[src/rtl/out_buffer_if.sv]
// Bus-side port bundle for out_buffer: CPU write path, consumer handshake and status.
// Handshake: a word transfers on a rising edge where out_valid=1 and out_ready=1; out_data holds the head word while out_valid=1.
interface out_buffer_if #(
   parameter int WIDTH = 16,
   parameter int DEPTH = 4
);
   localparam int AW = $clog2(DEPTH);

   logic             out_write;
   logic [WIDTH-1:0] bus;
   logic             out_clear;
   logic             out_ready;
   logic             out_valid;
   logic [WIDTH-1:0] out_data;
   logic [WIDTH-1:0] _out_;
   logic             full;
   logic             empty;
   logic [AW:0]      count;
   logic             overflow;

   modport master (
      output out_write, bus, out_clear, out_ready,
      input  out_valid, out_data, _out_, full, empty, count, overflow
   );

   modport slave (
      input  out_write, bus, out_clear, out_ready,
      output out_valid, out_data, _out_, full, empty, count, overflow
   );
endinterface

[src/rtl/out_buffer.sv]
// Output unit: live display register plus a DEPTH-entry show-ahead FIFO drained by a slow consumer.
// A write into a full FIFO without a simultaneous pop is dropped and sets a sticky overflow flag.
module out_buffer #(
   parameter int WIDTH = 16,
   parameter int DEPTH = 4
) (
   input  logic clk,
   input  logic rst,
   out_buffer_if.slave io
);
   localparam int AW = $clog2(DEPTH);
   localparam logic [AW:0] FULL_CNT = (AW+1)'(DEPTH);

   logic [WIDTH-1:0] mem [DEPTH];
   logic [AW-1:0]    wr_ptr;
   logic [AW-1:0]    rd_ptr;
   logic [AW:0]      cnt;
   logic [WIDTH-1:0] disp;
   logic             ovf;
   logic             full_w;
   logic             empty_w;
   logic             push;
   logic             pop;

   assign full_w  = (cnt == FULL_CNT);
   assign empty_w = (cnt == '0);
   assign pop     = !empty_w && io.out_ready;
   // A pop frees a slot in the same edge, so a full FIFO can still accept a write.
   assign push    = io.out_write && (!full_w || pop);

   always_ff @(posedge clk) begin
      if (push && !io.out_clear) begin
         mem[wr_ptr] <= io.bus;
      end
   end

   always_ff @(posedge clk or negedge rst) begin
      if (!rst) begin
         wr_ptr <= '0;
         rd_ptr <= '0;
         cnt    <= '0;
         ovf    <= 1'b0;
      end else if (io.out_clear) begin
         wr_ptr <= '0;
         rd_ptr <= '0;
         cnt    <= '0;
         ovf    <= 1'b0;
      end else begin
         if (push) begin
            wr_ptr <= wr_ptr + AW'(1);
         end
         if (pop) begin
            rd_ptr <= rd_ptr + AW'(1);
         end
         if (push && !pop) begin
            cnt <= cnt + (AW+1)'(1);
         end else if (pop && !push) begin
            cnt <= cnt - (AW+1)'(1);
         end
         if (io.out_write && !push) begin
            ovf <= 1'b1;
         end
      end
   end

   // The display register follows every CPU write, regardless of FIFO state or flush.
   always_ff @(posedge clk or negedge rst) begin
      if (!rst) begin
         disp <= '0;
      end else if (io.out_write) begin
         disp <= io.bus;
      end
   end

   assign io.out_valid = !empty_w;
   assign io.out_data  = empty_w ? '0 : mem[rd_ptr];
   assign io._out_     = disp;
   assign io.full      = full_w;
   assign io.empty     = empty_w;
   assign io.count     = cnt;
   assign io.overflow  = ovf;
endmodule

[src/flat_wrapper.sv]
// flat-port wrapper written by rule: the top's interface ports become plain ports
module out_buffer_flat 
#(
   parameter int WIDTH = 16,
   parameter int DEPTH = 4
)
  (clk, rst, io_out_write, io_bus, io_out_clear, io_out_ready, io_out_valid, io_out_data, io__out_, io_full, io_empty, io_count, io_overflow);
  out_buffer_if #(.WIDTH(WIDTH), .DEPTH(DEPTH)) io_i ();
  input  logic clk;
  input  logic rst;
  input wire logic [$bits(io_i.out_write)-1:0] io_out_write;
  input wire logic [$bits(io_i.bus)-1:0] io_bus;
  input wire logic [$bits(io_i.out_clear)-1:0] io_out_clear;
  input wire logic [$bits(io_i.out_ready)-1:0] io_out_ready;
  output wire logic [$bits(io_i.out_valid)-1:0] io_out_valid;
  output wire logic [$bits(io_i.out_data)-1:0] io_out_data;
  output wire logic [$bits(io_i._out_)-1:0] io__out_;
  output wire logic [$bits(io_i.full)-1:0] io_full;
  output wire logic [$bits(io_i.empty)-1:0] io_empty;
  output wire logic [$bits(io_i.count)-1:0] io_count;
  output wire logic [$bits(io_i.overflow)-1:0] io_overflow;
  assign io_i.out_write = io_out_write;
  assign io_i.bus = io_bus;
  assign io_i.out_clear = io_out_clear;
  assign io_i.out_ready = io_out_ready;
  assign io_out_valid = io_i.out_valid;
  assign io_out_data = io_i.out_data;
  assign io__out_ = io_i._out_;
  assign io_full = io_i.full;
  assign io_empty = io_i.empty;
  assign io_count = io_i.count;
  assign io_overflow = io_i.overflow;
  out_buffer #(.WIDTH(WIDTH), .DEPTH(DEPTH)) u_core (.clk(clk), .rst(rst), .io(io_i));
endmodule
[config.mk]
export PLATFORM = sky130hd
export DESIGN_NAME = out_buffer_flat
export DESIGN_NICKNAME = d
export VERILOG_FILES = /design/src/rtl/out_buffer_if.sv /design/src/rtl/out_buffer.sv /design/src/flat_wrapper.sv
export SDC_FILE = /design/constraint.sdc
export NUM_CORES = 1
export LEC_CHECK = 0
export ABC_AREA = 0
export CORE_MARGIN = 2
export CORE_UTILIZATION = 30
export DETAILED_ROUTE_END_ITERATION = 8
export GPL_ROUTABILITY_DRIVEN = 0
export HOLD_SLACK_MARGIN = 0.08
export PLACE_DENSITY = 0.47
export SETUP_SLACK_MARGIN = 0.3
export SYNTH_ARGS = -nofsm -noshare
export SYNTH_HDL_FRONTEND = slang
export SYNTH_SLANG_ARGS = --single-unit
export TNS_END_PERCENT = 30
[constraint.sdc]
create_clock -name clk -period 3.48 [get_ports clk]
set_input_delay 0.87 -clock clk [delete_from_list [all_inputs] [get_ports clk]]
set_output_delay 0.87 -clock clk [all_outputs]
set_load 0.02 [all_outputs]
==> results.cfg <==
[grt]
overflow = 0
grt_max_degree = 25
first_global_vias = 2061
grtUsageTotal_pct = 11.9
grt_pass1_wl_um = 11300
antenna_found_initial = 0

[finish]
antenna_cells = 0
fillers = 1117
fin_nets = 298
regArea_um2 = 2520
area_growth_pct = 28.8
layout-drive-gt1-share_pct = 19.1
multiInputGateArea_um2 = 1030
design_area_um2 = 4720

[power_and_ir_drop]
pwr-share-clk_pct = 26.5
switching_share_pct = 30.4
intPower_mw = 2.20
seqPwrFrac_pct = 40.1
vdd_drop_max_mv = 0.262
switchingPower_mw = 0.961
combPwrFrac_pct = 33.4
p_leak_nw = 1.65
pwr_density_cell_nw_per_um2 = 670

[sta]
fin_crit_sh_pct = 88.9
finalCriticalPeriod_ns = 3.09
fmax_mhz = 323
worst_pin_slew_ns = 0.443
maxSlewViolCount = 0
setup_tns_ns = 0
finalHoldViolations = 0
fin_skew_ns = 0.00515
slew_headroom_pct = 70.4
setup_viol = 0
rsz0062_at_grt = yes

[run_status]
status = finished clean

[yosys]
synth.avg_cell_area_um2 = 18.1
yosysMostFrequentCell = edfxtp_1
synth-edff-count = 64
yosysTopAreaCell = edfxtp_1
syn_nets = 229
ys_ff_latch = 88
synth_area_leaders = edfxtp_1 (52%), dfrtp_1 (16%), mux4_1 (7.9%)
synth_cell_type_count = 32
seq_area_frac_synth_pct = 68.8
synth_area_um2 = 3670
ys.warnings.count = 0
synth-main-ff-cell = edfxtp_1
synth_top_area_share_pct = 52.4
async_reset_ff_share_pct = 27.3
syn_inst = 203
netlist_top_cells_count = edfxtp_1 (64), dfrtp_1 (24), mux2_2 (18)

[routing]
antenna_left = 0
routed_wl_um = 7350
routedWlPerCell_um = 17.3
via_per_inst = 4.60
drc = 0
vias = 1951
drt_iter0_markers = 51
dr.pass1.iters = 4

[floorplan]
rows = 40
ios = 60
dieArea_um2 = 13100
coreArea_um2 = 12000
die_h_um = 115
die_x_um = 115
floorplan.initialDensity_pct = 30.7

[setup_path]
cp_max_fo = 19
required_ns = 2.61
endpoint_kind = primary output
arrival_ns = 2.22
cp-start-kind = flop
critPathKind = reg -> out

[clock_tree]
hold_buffers = 0
clock_latency_ns = 0.33
path_clk_slew_ns = 0.06
cts_sinks = 88
postCtsSetupBuffers = 0
cts_tree = done
htree_levels = 3
root_buffer = clkbuf_16
cts_buffers = 9
clk_path_buf_depth = 2

[min_path]
hp-class = reg -> reg

[run]
cap_viol_max_count = 0

[placement]
io_buffers = 59
hpwl_um = 4800
place_area_um2 = 4460
## registers in the layout (all words and copies together) (netlist names)
name / cells
u_core.mem: 64
u_core.io._out_: 16
u_core.wr_ptr: 2
u_core.io.count: 3
u_core.io.overflow: 1
u_core.rd_ptr: 2
## critical path, cell delays in order (launching register included)
cell             delay, ns
dfrtp_1               0.35
buf_6                 0.26
mux4_1                0.59
nor2b_1               0.14
clkdlybuf4s50_1       0.54
## cells by family (layout without fill, tap and decap cells)
logic type	Yosys count	in the layout	synth area share, %
AO/OA/AOI/OAI	15	15	2.80
flip-flops	88	88	68.8
buffers and inverters	21	95	3.34
AND/OR/NAND/NOR	38	38	6.21
XOR/XNOR	2	2	0.478
adder cells (fa/ha/maj)	5	5	1.91
multiplexers	34	34	16.5
## per-layer routing
layer,GRT usage [%],share of wire (%),vias to the layer above
li1,-,-,922
met1,15.5,46,992
met2,19.0,50,28
met3,1.75,1.9,9
met4,6.59,2.1,0
met5,0,0,-
## path summary, 6_finish.rpt
| kind | startpoint | endpoint | slack (ns) | cells past startpoint |
|---|---|---|---|---|
| worst min-delay path | u_core.io._out_[9] | u_core.io._out_[9] | 0.51 | 1 |
| max in group asynchronous | rst | u_core.rd_ptr[1] | 2.28 | 2 |
| min in group asynchronous | rst | u_core.io._out_[7] | 0.91 | 2 |
| worst max-delay path | u_core.rd_ptr[0] | io_out_data[9] | 0.39 | 4 |
| worst max register to register | u_core.io.count[2] | u_core.io.count[2] | 1.36 | 6 |
| worst min register to register | u_core.io._out_[9] | u_core.io._out_[9] | 0.51 | 1 |
## layout make-up
type / count / share of cell area [%]
sequential: 88 / 53.4
multi-input combinational: 94 / 21.7
clock buffer: 12 / 5.01
tap: 147 / 3.89
timing repair buffer: 72 / 14.9
clock inverter: 4 / 0.450
inverter: 7 / 0.556
## what timing repair did
item	CTS	global route
cloned	0	0
resized for setup	1	1
endpoints found under the setup margin	7	10
## cells in the final DEF, fill, tap and decap left out, types with 3 or more instances in the layout
master	n
buf_4	11
inv_1	7
dfrtp_1	23
nor2_1	8
edfxtp_1	64
o21ai_0	4
mux4_1	11
and2_1	4
ha_1	4
clkbuf_1	3
nor2b_1	16
clkbuf_16	9
mux2_2	18
mux4_2	5
a21oi_1	3
clkdlybuf4s50_1	59
## power by group through the flow
stage	Sequential [mW]	Combinational (mW)	Clock, mW
2_1_floorplan	1.29	0.625	0
3_3_place_gp	1.29	1.08	0
3_5_place_dp	1.29	1.08	0
4_1_cts	1.27	1.08	0.869
5_1_grt	1.28	1.14	0.911
6_report	1.27	1.06	0.840
## through the flow
step	util (%)	instances	total power [mW]	setup WS, ns	hold WS (ns)
global placement	37.3	408	2.36	0.642	0.489
finish	39.5	424	3.17	0.388	0.506
floorplan	-	203	1.91	1.10	0.560
CTS	39.5	424	3.22	0.295	0.508
global route	39.5	424	3.33	0.291	0.523
detailed placement	37.3	408	2.37	0.634	0.494
No activity file was read; power rests on OpenSTA's default activity.
